===== config.mk =====
export PLATFORM = sky130hd
export DESIGN_NAME = pipe_issue_stage
export DESIGN_NICKNAME = d
export VERILOG_FILES = /design/src/rtl/pipe_issue_stage.sv
export SDC_FILE = /design/constraint.sdc
export NUM_CORES = 1
export LEC_CHECK = 0
export CAP_MARGIN = 5
export CORE_ASPECT_RATIO = 1.2
export CORE_MARGIN = 4
export CORE_UTILIZATION = 38
export DETAILED_ROUTE_END_ITERATION = 8
export PLACE_DENSITY = 0.57
export SLEW_MARGIN = 20
export SYNTH_ARGS = -nofsm -noshare
export SYNTH_HDL_FRONTEND = slang
export SYNTH_SLANG_ARGS = --single-unit
export TNS_END_PERCENT = 10

===== constraint.sdc =====
create_clock -name clk1 -period 3.3 [get_ports clk1]
set_input_delay 0.825 -clock clk1 [delete_from_list [all_inputs] [get_ports clk1]]
set_output_delay 0.825 -clock clk1 [all_outputs]
set_load 0.02 [all_outputs]

===== src/rtl/pipe_issue_stage.sv =====
// Issue stage: FIFO-buffered 22-bit instruction words, decoded and issued one per cycle.
// Without forwarding downstream, the head waits (bubbles) while it reads an rd still in the HAZ_WIN window.
module pipe_issue_stage #(
  parameter int DEPTH   = 4,
  parameter int HAZ_WIN = 2,
  parameter int CNT_W   = 16
) (
  input  logic             clk1,
  input  logic             rst,
  input  logic             in_valid,
  output logic             in_ready,
  input  logic [21:0]      instr,
  input  logic             stall_in,
  output logic             issue_valid,
  output logic [3:0]       rs1,
  output logic [3:0]       rs2,
  output logic [3:0]       rd,
  output logic [1:0]       func,
  output logic [7:0]       addr,
  output logic [CNT_W-1:0] issued_cnt,
  output logic [CNT_W-1:0] bubble_cnt
);

  typedef struct packed {
    logic [1:0] func;
    logic [3:0] rd;
    logic [3:0] rs1;
    logic [3:0] rs2;
    logic [7:0] addr;
  } instr_t;

  localparam int PTR_W = $clog2(DEPTH);
  localparam logic [PTR_W:0] FULL_CNT = (PTR_W+1)'(DEPTH);

  instr_t           mem [DEPTH];
  logic [PTR_W-1:0] wr_ptr;
  logic [PTR_W-1:0] rd_ptr;
  logic [PTR_W:0]   count;
  logic [HAZ_WIN-1:0] sb_v;
  logic [3:0]       sb_rd [HAZ_WIN];

  instr_t head;
  logic   empty;
  logic   hazard;
  logic   push;
  logic   pop;

  assign head     = mem[rd_ptr];
  assign empty    = (count == '0);
  assign in_ready = (count != FULL_CNT);
  assign push     = in_valid && in_ready;
  assign pop      = !stall_in && !empty && !hazard;

  // Register 0 is tracked like any other; rs1==rs2 needs no special case.
  always_comb begin
    hazard = 1'b0;
    for (int i = 0; i < HAZ_WIN; i++) begin
      if (sb_v[i] && (sb_rd[i] == head.rs1 || sb_rd[i] == head.rs2)) begin
        hazard = 1'b1;
      end
    end
    if (empty) begin
      hazard = 1'b0;
    end
  end

  always_ff @(posedge clk1) begin
    if (push && !rst) begin
      mem[wr_ptr] <= instr_t'(instr);
    end
  end

  always_ff @(posedge clk1) begin
    if (rst) begin
      wr_ptr      <= '0;
      rd_ptr      <= '0;
      count       <= '0;
      issue_valid <= 1'b0;
      rs1         <= '0;
      rs2         <= '0;
      rd          <= '0;
      func        <= '0;
      addr        <= '0;
      issued_cnt  <= '0;
      bubble_cnt  <= '0;
      sb_v        <= '0;
      for (int i = 0; i < HAZ_WIN; i++) begin
        sb_rd[i] <= '0;
      end
    end else begin
      if (push) begin
        wr_ptr <= wr_ptr + PTR_W'(1);
      end
      if (pop) begin
        rd_ptr <= rd_ptr + PTR_W'(1);
      end
      if (push && !pop) begin
        count <= count + (PTR_W+1)'(1);
      end else if (!push && pop) begin
        count <= count - (PTR_W+1)'(1);
      end

      if (!stall_in) begin
        issue_valid <= pop;
        if (pop) begin
          rs1        <= head.rs1;
          rs2        <= head.rs2;
          rd         <= head.rd;
          func       <= head.func;
          addr       <= head.addr;
          issued_cnt <= issued_cnt + CNT_W'(1);
        end else if (!empty) begin
          bubble_cnt <= bubble_cnt + CNT_W'(1);
        end
        // Slot 0 mirrors the next output register state; a bubble enters as invalid.
        sb_v[0]  <= pop;
        sb_rd[0] <= pop ? head.rd : rd;
        for (int i = 1; i < HAZ_WIN; i++) begin
          sb_v[i]  <= sb_v[i-1];
          sb_rd[i] <= sb_rd[i-1];
        end
      end
    end
  end

endmodule


==> results of run 1 <==
## worst max-delay path: stages, from the launching register on
cell and delay (ns):
dfxtp_2 0.34, buf_12 0.16, mux4_2 0.59, xnor2_1 0.20, nand4_1 0.14, a21boi_2 0.24
buf_4 0.22, o21ai_1 0.20, buf_4 0.25, or4_1 0.50, a21oi_1 0.16
## metal layers
layer  track usage  vias up  share of wire
li1              -     1933              -
met1         0.179     1979           0.43
met2         0.252       95           0.51
met3        0.0361       10          0.046
met4        0.0430        0          0.011
met5             0        -              0
## path summary, 6_finish.rpt
kind | start | endpoint | slack [ns] | cells past startpoint
max | register | bubble_cnt[9] | 0.23 | 10
min | bubble_cnt[10] | bubble_cnt[10] | 0.50 | 2
max reg2reg | register | bubble_cnt[9] | 0.23 | 10
min reg2reg | bubble_cnt[10] | bubble_cnt[10] | 0.50 | 2
## sequential cells by signal, summed over array words and instances (netlist names), 3 cells and up, named ones only
| name | count |
|---|---|
| addr | 8 |
| bubble_cnt | 16 |
| count | 3 |
| issued_cnt | 16 |
| mem | 88 |
| rd | 4 |
| rs1 | 4 |
| rs2 | 4 |
| sb_rd | 8 |
## area by class of cell
class	count	area, um^2
clock buffer	22	454
clock inverter	10	87.6
multi-input combinational	277	2200
fill	1486	8620
sequential	161	4190
inverter	14	52.6
tap	216	270
timing repair buffer	101	981
## synthesized netlist by cell type, drive strengths merged
| cell | number | area, um^2 |
|---|---|---|
| edfxtp | 96 | 2880 |
| dfxtp | 65 | 1300 |
| nor2 | 57 | 214 |
| xnor2 | 23 | 201 |
| mux2i | 22 | 220 |
| mux4 | 22 | 495 |
| and2 | 14 | 87.6 |
| inv | 14 | 52.6 |
| nand2 | 14 | 52.6 |
| a21oi | 13 | 65.1 |
| clkbuf | 12 | 45.0 |
| nand3 | 11 | 55.1 |
| mux2 | 10 | 113 |
| and3 | 9 | 56.3 |
| buf | 9 | 47.5 |
| nor2b | 9 | 56.3 |
| o21ai | 9 | 45.0 |
| ha | 7 | 87.6 |
| nand4 | 7 | 43.8 |
| nor4 | 7 | 43.8 |
| xor2 | 7 | 61.3 |
| or3 | 5 | 31.3 |
| nand2b | 4 | 25.0 |
| o211ai | 4 | 30.0 |
| a31o | 3 | 26.3 |
| o31ai | 3 | 22.5 |
| or4 | 3 | 22.5 |
| a21boi | 2 | 22.5 |
| nor3 | 2 | 15.0 |
| nor4b | 2 | 17.5 |
| a211oi | 1 | 7.51 |
| a311oi | 1 | 8.76 |
| a41o | 1 | 10.0 |
| and4 | 1 | 8.76 |
| fa | 1 | 20.0 |
| o41ai | 1 | 8.76 |
| or2 | 1 | 6.26 |
| or4b | 1 | 10.0 |
## cell families (layout without fill, tap and decap cells)
group,Yosys count,after routing
DFF,161,161
AOI/OAI and AO/OA,38,38
xor gates and xnor gates,30,30
buffers and inverters,35,147
and+or+nand+nor,147,147
muxes,54,54
adders and majority gates,8,8
## power breakdown
group          total (mW)  switching (mW)  internal [mW]
Clock                1.80           0.742           1.05
Combinational        1.44           0.693          0.746
Sequential           2.47           0.129           2.34
## what timing repair did
action,4_1_cts,5_1_grt
setup buffers,0,5
endpoints found under the setup margin,0,2
gates resized for setup,0,1
==> reports/summary.txt, run 1 <==
Run status - completed
Via count of the first global-routing pass - 4162
Largest family of logic cells by synthesized area - multiplexers
Post-synthesis instance area - 6520 um^2
Cell area after placement - 7650 um^2
Post-synth cell types - 43
Routed wire length - 13400 um
Kind of launch point of the worst setup path - register
Depth of the CTS H-tree - 4
Number of buffers between clock root and the deepest sink - 2
Final WS setup - 0.232 ns
Final period demand of the worst path - 3.07 ns
Area fraction in compound gates after synthesis - 0.0378
Nets@finish - 606
Total I/O pin count - 82
Slew at the pin closest to its max-slew limit - 0.677 ns
Die Y-Extent - 151 um
CP Data Arrival Time - 3.40 ns
DIE AREA - 19300 um^2
Antenna diode count - 0
Total design power - 5.71 mW
Fraction of the cycle the final worst path needs - 0.930
Post-placement worst setup slack - 0.168 ns
Final routed DRC violation total - 0
CP max FO - 14
DRT Pass-1 Iters - 4
Net count after synthesis - 507
PwrDens - 693 nW/um^2
Post-Route Setup TNS - 0 ns
Starting DRC count in detailed routing - 185
Wire length of the first global-routing pass - 21400 um
Number of slew-limit violations in the final report - 0
Average via count per standard cell - 5.01
Largest net degree at the start of global routing - 66
Number of vias in the routed layout - 4017
Core area - 16900 um^2
CTS clock-pin slew for the worst setup and hold paths - 0.06 ns
Data required time at the worst endpoint - 3.63 ns
Yosys reg bits - 161
Final Hold Viols - 0
Yosys warning count - 0
Number of failing setup endpoints in the final timing report - 0
Global Route Usage Sum - 0.145
Die width - 128 um
DP Wirelength - 8700 um
Wirelength per Cell - 16.8 um
Placed instance count - 764
Grt total ovfl - 0
Final design instance area without fill - 8240 um^2
Area Growth Syn to Fin - 26.3%
Unrepaired setup endpoints after global routing - no
Final GP Congestion - 0.762
Mean post-synth cell area - 13.8 um^2
Commonest non-fill, non-tap cell in the layout - edfxtp_1
Hold slack final - 0.500 ns
Worst-case vdd ir drop - 354 uV
Antenna violations before repair - 0
Critical setup path kind - reg -> reg
Highest-count cells in the layout ignoring fill and taps - edfxtp_1 (96), clkdlybuf4s50_1 (80), dfxtp_1 (64), nor2_1 (57)
TritonCTS buffer count - 17
CTS root buf - clkbuf_16
Sequential cell area fraction in the yosys report - 0.642
Basic-gate share of the synthesized area counting and, or, nand and nor cells - 0.114
Layout cells sized above 1 - 0.149
Insertion delay of the later-clocked pin in the worst-skew pair - 0.41 ns
Xor and xnor fraction of the mapped netlist area - 0.0403
Final core occ - 0.489
Portion of netlist area occupied by mux cells - 0.127
Post-synthesis cell count - 473
Static leakage - 2.81 nW
Number of rows created at floorplan - 52
Timing-limited maximum frequency - 0.326 GHz
Capturing element type of the critical path - register
Total number of clock tree sinks - 161
Worst slew margin - 0.549
Worst clock skew - 0.00599 ns
Adder-cell area share of the yosys netlist - 0.0165
Final standard cell count with taps included and fillers excluded - 801
Starting density of the core - 0.387
Number of buffers inserted by hold repair at cts - 0
Number of max-capacitance violations reported - 0
IO Port Bufs - 81
CTS tree - built
Count of antenna-violating nets left after detailed routing - 0
Classification of the worst-slack hold path - reg -> reg
(Power assumes the default switching activity.)
==> run 2, diff against run 1 <==
--- a/config.mk
+++ b/config.mk
@@ -10,6 +10,7 @@
 export CORE_MARGIN = 4
 export CORE_UTILIZATION = 38
 export DETAILED_ROUTE_END_ITERATION = 8
+export MAX_ROUTING_LAYER = met4
 export PLACE_DENSITY = 0.57
 export SLEW_MARGIN = 20
 export SYNTH_ARGS = -nofsm -noshare
==> run 2 against run 1 <==
Hold slack barely moved. Cell area did not move. Largest cell class unchanged. Power about the same. Die area did not move. Maximum frequency decreased by 0.35%. Core utilization is the same. Combinational power about the same. Sequential share of layout area stayed put.
==> reports/summary.txt, run 2 (synthesis results as in run 1) <==
Run status - completed (unchanged)
IO Port Bufs - 81 (unchanged)
Fraction of the cycle the final worst path needs - 0.933 (was 0.930)
Number of cells on the worst reg-to-reg path - 13 (was 10)
Placed instance count - 764 (unchanged)
Starting DRC count in detailed routing - 188 (was 185)
Sink of the worst hold path - bubble_cnt[10] (unchanged)
Starting density of the core - 0.387 (unchanged)
Data required time at the worst endpoint - 3.64 ns (was 3.63 ns)
Layout cells sized above 1 - 0.149 (unchanged)
Slew at the pin closest to its max-slew limit - 0.681 ns (was 0.677 ns)
Nets@finish - 606 (unchanged)
Total number of clock tree sinks - 161 (unchanged)
Antenna violations before repair - 0 (unchanged)
Number of vias in the routed layout - 4011 (was 4017)
Reg2Reg Setup Slack - 0.22 ns (was 0.23 ns)
Classification of the worst-slack hold path - reg -> reg (unchanged)
Number of slew-limit violations in the final report - 0 (unchanged)
Final GP Congestion - 0.773 (was 0.762)
Via count of the first global-routing pass - 4163 (was 4162)
Cell area after placement - 7650 um^2 (unchanged)
Core area - 16900 um^2 (unchanged)
CTS clock-pin slew for the worst setup and hold paths - 0.06 ns (about the same)
Unrepaired setup endpoints after global routing - no (unchanged)
Total I/O pin count - 82 (unchanged)
CP max stage delay - 0.59 ns (about the same)
Final period demand of the worst path - 3.08 ns (was 3.07 ns)
Static leakage - 2.81 nW (unchanged)
Highest-count cells in the layout ignoring fill and taps - edfxtp_1 (96), clkdlybuf4s50_1 (80), dfxtp_1 (64), nor2_1 (57) (unchanged)
Critical setup path kind - reg -> reg (unchanged)
Met1 global-route usage - 0.182 (was 0.179)
Timing-limited maximum frequency - 0.325 GHz (was 0.326 GHz)
Number of buffers inserted by hold repair at cts - 0 (unchanged)
DP Wirelength - 8700 um (unchanged)
DIE AREA - 19300 um^2 (unchanged)
Commonest non-fill, non-tap cell in the layout - edfxtp_1 (unchanged)
Depth of the CTS H-tree - 4 (unchanged)
CTS root buf - clkbuf_16 (unchanged)
PwrDens - 693 nW/um^2 (about the same)
Largest register FFs - 88 (unchanged)
Number of max-capacitance violations reported - 0 (unchanged)
Cells on Worst Hold Path - 2 (unchanged)
Final standard cell count with taps included and fillers excluded - 801 (unchanged)
Worst reg2reg path endpoint - count[2] (was bubble_cnt[9])
CP max FO - 14 (unchanged)
Largest net degree at the start of global routing - 66 (unchanged)
Number of failing setup endpoints in the final timing report - 0 (unchanged)
Area Growth Syn to Fin - 26.3% (unchanged)
Buf/Inv on CP - 3 (unchanged)
Grt total ovfl - 0 (unchanged)
Number of rows created at floorplan - 52 (unchanged)
Routed wire length - 13500 um (was 13400 um)
Wirelength per Cell - 16.9 um (was 16.8 um)
DRT Pass-1 Iters - 5 (was 4)
Worst slew margin - 0.546 (was 0.549)
Final core occ - 0.489 (unchanged)
Die width - 128 um (unchanged)
Number of buffers between clock root and the deepest sink - 2 (unchanged)
Post-Route Setup TNS - 0 ns (unchanged)
Average via count per standard cell - 5.01 (about the same)
Leading registers by flop count - mem (88), bubble_cnt (16), issued_cnt (16) (unchanged)
Global Route Usage Sum - 0.149 (was 0.145)
CTS tree - built (unchanged)
Insertion delay of the later-clocked pin in the worst-skew pair - 0.41 ns (about the same)
Master of the slowest instance on the critical path - mux4_2 (unchanged)
Final Hold Viols - 0 (unchanged)
Final design instance area without fill - 8240 um^2 (unchanged)
Fraction of met2 tracks used by global routing - 0.252 (about the same)
Capturing element type of the critical path - register (unchanged)
Die Y-Extent - 151 um (unchanged)
Worst path most repeated cell - inv_1 (was buf_4)
Global-route track usage on met3 - 0.0337 (was 0.0361)
Worst-case vdd ir drop - 354 uV (about the same)
Wire length of the first global-routing pass - 21400 um (about the same)
Final routed DRC violation total - 0 (unchanged)
Busiest layer in global routing - met2 (unchanged)
CP Data Arrival Time - 3.42 ns (was 3.40 ns)
Reg with most FFs - mem (unchanged)
Cells along the critical path - buf_12 -> mux4_2 -> xnor2_1 -> nand4_1 -> a21boi_2 -> nor3_4 -> inv_1 -> ha_1 -> inv_1 -> fa_1 -> xor2_1 -> or3_1 -> a21oi_1 (was buf_12 -> mux4_2 -> xnor2_1 -> nand4_1 -> a21boi_2 -> buf_4 -> o21ai_1 -> buf_4 -> or4_1 -> a21oi_1)
Antenna diode count - 0 (unchanged)
TritonCTS buffer count - 17 (unchanged)
Worst clock skew - 0.00578 ns (was 0.00599 ns)
Hold slack final - 0.501 ns (was 0.500 ns)
Source of the worst hold timing path - bubble_cnt[10] (unchanged)
Delay-heaviest family, CP - multiplexers (was simple AND/OR/NAND/NOR gates)
Kind of launch point of the worst setup path - register (unchanged)
Count of antenna-violating nets left after detailed routing - 0 (unchanged)
==> run 2: metrics by stage <==
| stage | setup slack [ns] | power (mW) |
|---|---|---|
| finish | 0.222 | 5.71 |
| global placement | 0.198 | 3.90 |
| CTS | 0.148 | 5.75 |
| global route | 0.00127 | 6.01 |
| detailed placement | 0.168 | 3.92 |
| floorplan | 0.0663 | 3.43 |
==> run 2: repair_timing <==
item	CTS	global route
setup endpoints to repair	0	2
gates resized for setup	0	1
setup buffers	0	5
==> run 2: worst register-to-register path, cell delays in order, from the launching register on <==
cell	delay, ns
dfxtp_2	0.34
buf_12	0.16
mux4_2	0.60
xnor2_1	0.20
nand4_1	0.15
a21boi_2	0.24
nor3_4	0.05
inv_1	0.09
ha_1	0.18
inv_1	0.06
fa_1	0.37
xor2_1	0.15
or3_1	0.30
a21oi_1	0.13
==> run 2: final cells by class <==
| cell class | instances | area, um^2 |
|---|---|---|
| clock buffer | 22 | 454 |
| clock inverter | 10 | 87.6 |
| fill | 1486 | 8620 |
| inverter | 14 | 52.6 |
| multi-input combinational | 277 | 2200 |
| sequential | 161 | 4190 |
| tap | 216 | 270 |
| timing repair buffer | 101 | 981 |
==> run 2: layer usage <==
| metal | vias to the layer above | routed length (um) |
|---|---|---|
| li1 | 1934 | - |
| met1 | 1973 | 5860 |
| met2 | 96 | 6940 |
| met3 | 8 | 582 |
| met4 | 0 | 127 |
| met5 | - | 0 |
==> run 2: power by group <==
| part | internal [mW] | switching, mW |
|---|---|---|
| combinational | 0.746 | 0.696 |
| clock | 1.05 | 0.740 |
| sequential | 2.34 | 0.130 |
==> run 2: worst max path at each step <==
stage / from / endpoint / slack [ns] / cells past startpoint
2_1_floorplan: register / count[2] / 0.07 / 14
3_3_place_gp: stall_in / sb_rd[0][0] / 0.20 / 6
3_5_place_dp: stall_in / sb_rd[0][2] / 0.17 / 6
4_1_cts: register / count[2] / 0.15 / 13
5_1_grt: register / count[2] / 0.001 / 13
6_report: register / count[2] / 0.22 / 13
==> patch 1: new RTL, flow settings as in run 1 <==
`DEPTH`: 4 -> 8.
--- a/src/rtl/pipe_issue_stage.sv
+++ b/src/rtl/pipe_issue_stage.sv
@@ -3,3 +3,3 @@
 module pipe_issue_stage #(
-  parameter int DEPTH   = 4,
+  parameter int DEPTH   = 8,
   parameter int HAZ_WIN = 2,
Behaviour: not the same (Yosys sat finds a counterexample within 10 cycles, from zero or initial values and one cycle with rst high).
==> patch 1 against run 1 <==
- the flow now finishes with violations (setup timing)
- sequential cell count is 92 higher
- setup slack worse by 0.31 ns
- via count is 49% higher
- synthesized area is 57% higher
- routed wire length is 67% higher
- count of clock-buffer cells in the layout is 8 higher
- fmax is 9.1% lower
- cell count is 43% higher
- clock power is 68% higher
- power is 64% higher
- final area is 58% higher
- largest cell class unchanged
- largest power group unchanged
==> patch 1: results (changes against run 1) <==
* Pwr per Cell Area at 722 mW/mm^2 (+4.2%)
* Critical hold path startpoint: func[0]
* Vias in the first global route at 6,265 (+51%)
* Amount of wire on met3 after detailed routing at 929 um (+50%)
* Worst path setup slack after routing at -0.0747 ns (-0.307 ns)
* Iteration-0 DRC count of the detailed router at 369 (+99%)
* Dominant cells by area after synthesis: edfxtp_1 54%, dfxtp_1 14%, mux4_2 8.8%, mux2i_1 3.5%, xnor2_1 2.0%
* Internal Power at 6.81 mW (+64%)
* Combinational group power at 2.45 mW (+70%)
* Delay of the slowest cell on the worst path at 0.44 ns (-0.15 ns)
* Clock buffers at 30 (+36%)
* Ant diodes at 1 (+1)
* Fillcell total at 2,184 (+47%)
* Global Route met3 Usage at 0.0210 (-0.0151)
* Registers with the most flip-flops: mem x176, bubble_cnt x16, issued_cnt x16
* Post-detailed-placement cell area at 0.0118 sq mm (+54%)
* Global-route wire length before repair at 35.2 mm (+64%)
* Nonclk buf count at 139 (+38%)
* Post-synth EDFFs at 184 (+92%)
* Final setup violation count at 1 (+1)
* Failing checks: setup timing
* Global-route usage over all layers at 0.151 (+0.00633)
* TritonCTS Sinks at 253 (+57%)
* Grt met2 use at 0.256 (+0.00432)
* Count of cells along the worst register-to-register path at 17 (+7)
* Outcome: complete, but fails checks
* Most numerous cell types in the synthesized netlist: 184 x edfxtp_1, 69 x dfxtp_1, 49 x nor2_1, 40 x mux4_2, 36 x mux2i_1
* Layout buffering overhead excluding clock cells at 0.110 (-0.00903)
[patch 1: cell families after synthesis]
logic type	after synthesis	share of synthesized area
AOI/OAI and AO/OA	72	0.0462
xor gates and xnor gates	26	0.0223
adders and majority gates	8	0.0105
buffers and inverters	50	0.0224
DFF	253	0.675
muxes	86	0.137
and+or+nand+nor	167	0.0866
[patch 1: timing repair]
action                     4_1_cts  5_1_grt
gates cloned                     2        1
pin swaps                       14       11
setup buffers                    2        8
hold endpoints to repair         0        0
resized for setup               12       15
setup endpoints to repair        2        7
[patch 1: stage by stage]
stage | setup slack, ns | setup TNS, ns | cells
floorplan | -0.191 | -10.09 | 662
finish | -0.0747 | -0.0747 | 1142
global placement | -0.0356 | -0.0356 | 1083
global route | -0.217 | -0.360 | 1142
detailed placement | -0.163 | -0.177 | 1083
CTS | -0.0822 | -0.0822 | 1132
[patch 1: worst min-delay path: stages (launching register included)]
cell and delay [ns]:
dfxtp_1 0.31, nor2_1 0.09, a211oi_1 0.05
==> patch 2: new RTL, settings of run 1 <==
Made on the original files. Put one more register stage on the output `issued_cnt`, without a reset. The value now appears one clock later. The other outputs are not delayed to match.
--- a/src/rtl/pipe_issue_stage.sv
+++ b/src/rtl/pipe_issue_stage.sv
@@ -33,2 +33,4 @@
   localparam logic [PTR_W:0] FULL_CNT = (PTR_W+1)'(DEPTH);
+
+  logic [CNT_W-1:0] issued_cnt_s0;
 
@@ -83,3 +85,3 @@
       addr        <= '0;
-      issued_cnt  <= '0;
+      issued_cnt_s0 <= '0;
       bubble_cnt  <= '0;
@@ -110,3 +112,3 @@
           addr       <= head.addr;
-          issued_cnt <= issued_cnt + CNT_W'(1);
+          issued_cnt_s0 <= issued_cnt_s0 + CNT_W'(1);
         end else if (!empty) begin
@@ -125,2 +127,6 @@
 
+  always_ff @(posedge clk1) begin
+    issued_cnt <= issued_cnt_s0;
+  end
+
 endmodule
Behaviour: not the same (a bounded check fails within 4 cycles, from zero or initial values and one cycle with rst high).
==> patch 2 against run 1 <==
- setup slack improved by 0.012 ns
- synthesized area is 5.4% higher
- power grew 6.0%
- sequential cell count is 16 higher
- routed wire length increased by 1.6%
- clock power rose by 10%
- first-iteration DRC count increased by 50%
- final area rose by 4.5%
==> patch 2: results (changes against run 1) <==
* Share of final-layout standard cells stronger than drive strength 1 at 0.146 (-0.00250)
* Worst Setup EP: count[2]
* Count of cells along the worst register-to-register path at 13 (+3)
* Vias/cell at 5.03 (+0.34%)
* Net count after synthesis at 515 (+1.6%)
* Skew final at 0.00834 ns (+0.00235 ns)
* Dominant cells by area after synthesis: edfxtp_1 42%, dfxtp_1 24%, mux4_2 5.6%, mux2i_1 3.2%, xnor2_1 3.2%
* Static power due to leakage at 2.89 nW (+2.7%)
* Worst max-slew margin expressed relative to the limit at 0.719 (+0.170)
* Max Cap Viol at 0 (unchanged)
* Vias in the first global route at 4,276 (+2.7%)
* Clock latency reported for the late side of the worst-skew pair at 0.43 ns (+0.02 ns)
* Global-route wire length before repair at 22.1 mm (+3.0%)
* Largest net degree at the start of global routing at 31 (-53%)
* Outcome: complete, no violations
* Largest driver fanout on the critical path at 7 (-7)
* Most numerous cell types in the synthesized netlist: 96 x edfxtp_1, 81 x dfxtp_1, 50 x nor2_1, 25 x xnor2_1, 22 x mux2i_1
* Avg WL per Cell at 16.7 um (-0.19%)
* Routability-driven placement congestion ratio at 0.747 (-2.0%)
* Fillcell total at 1,539 (+3.6%)
* Dpl hpwl at 9.36 mm (+7.5%)
* Iteration-0 DRC count of the detailed router at 277 (+50%)
* Global-route usage over all layers at 0.143 (-0.00132)
* Synth unique cells at 48 (+12%)
* Data arrival time of the critical path at 3.42 ns (+0.02 ns)
-- patch 2: worst min path at each step --
stage,start,depth (start not counted),to
2_1_floorplan,issued_cnt_s0[15],0,issued_cnt[15]
4_1_cts,issued_cnt_s0[15],0,issued_cnt[15]
6_report,issued_cnt_s0[15],0,issued_cnt[15]
3_5_place_dp,issued_cnt_s0[15],0,issued_cnt[15]
3_3_place_gp,issued_cnt_s0[15],0,issued_cnt[15]
5_1_grt,issued_cnt_s0[15],0,issued_cnt[15]
-- patch 2: cell type report --
type,count,share of cell area
repair buffers,101,0.111
flip-flops and latches,177,0.524
clock inverters,13,0.0177
clock buffers,19,0.0503
well taps,220,0.0320
multi-input cells,272,0.259
inverters,13,0.00567
-- patch 2: worst max-delay path, stage by stage, from the launching register on --
cell	delay [ns]
dfxtp_4	0.40
buf_4	0.17
mux4_2	0.55
xnor2_1	0.17
nand4_1	0.16
a21boi_4	0.20
nor3_4	0.06
inv_1	0.07
ha_1	0.17
inv_1	0.06
fa_1	0.37
xor2_1	0.15
or3_1	0.32
a21oi_2	0.14
-- patch 2: kinds of logic after synthesis --
kind of cell,synth area share
flops,0.655
simple gates,0.102
xor+xnor,0.0395
mux,0.117
buf+inv,0.0222
fa+ha+maj,0.0157
compound gates,0.0484
-- patch 2: report_power, final --
group / switching (mW) / internal (mW) / leakage [nW] / total (mW)
sequential: 0.151 / 2.55 / 1.55 / 2.70
combinational: 0.665 / 0.705 / 1.07 / 1.37
clock: 0.853 / 1.13 / 0.271 / 1.98
-- patch 2: through the flow --
| stage | cell area (sq um) | worst slack [ns] | util | hold WS (ns) | std cells |
|---|---|---|---|---|---|
| 3_3_place_gp | 7990 | 0.225 | 0.453 | 0.362 | 782 |
| 5_1_grt | 8600 | 0.00473 | 0.488 | 0.395 | 815 |
| 4_1_cts | 8580 | 0.129 | 0.486 | 0.371 | 814 |
| 6_report | 8600 | 0.244 | 0.488 | 0.371 | 815 |
| 3_5_place_dp | 7990 | 0.147 | 0.453 | 0.357 | 782 |
| 2_1_floorplan | 6880 | 0.00345 | - | 0.344 | 481 |
-- patch 2: timing repair --
item / 4_1_cts / 5_1_grt
resized for setup: 0 / 4
setup buffers: 0 / 1
setup endpoints to repair: 0 / 1
-- patch 2: metal layers --
metal | track usage | wire length, um
met5 | 0 | 0
met4 | 0.0549 | 275
met1 | 0.160 | 5390
met2 | 0.256 | 7430
met3 | 0.0409 | 537
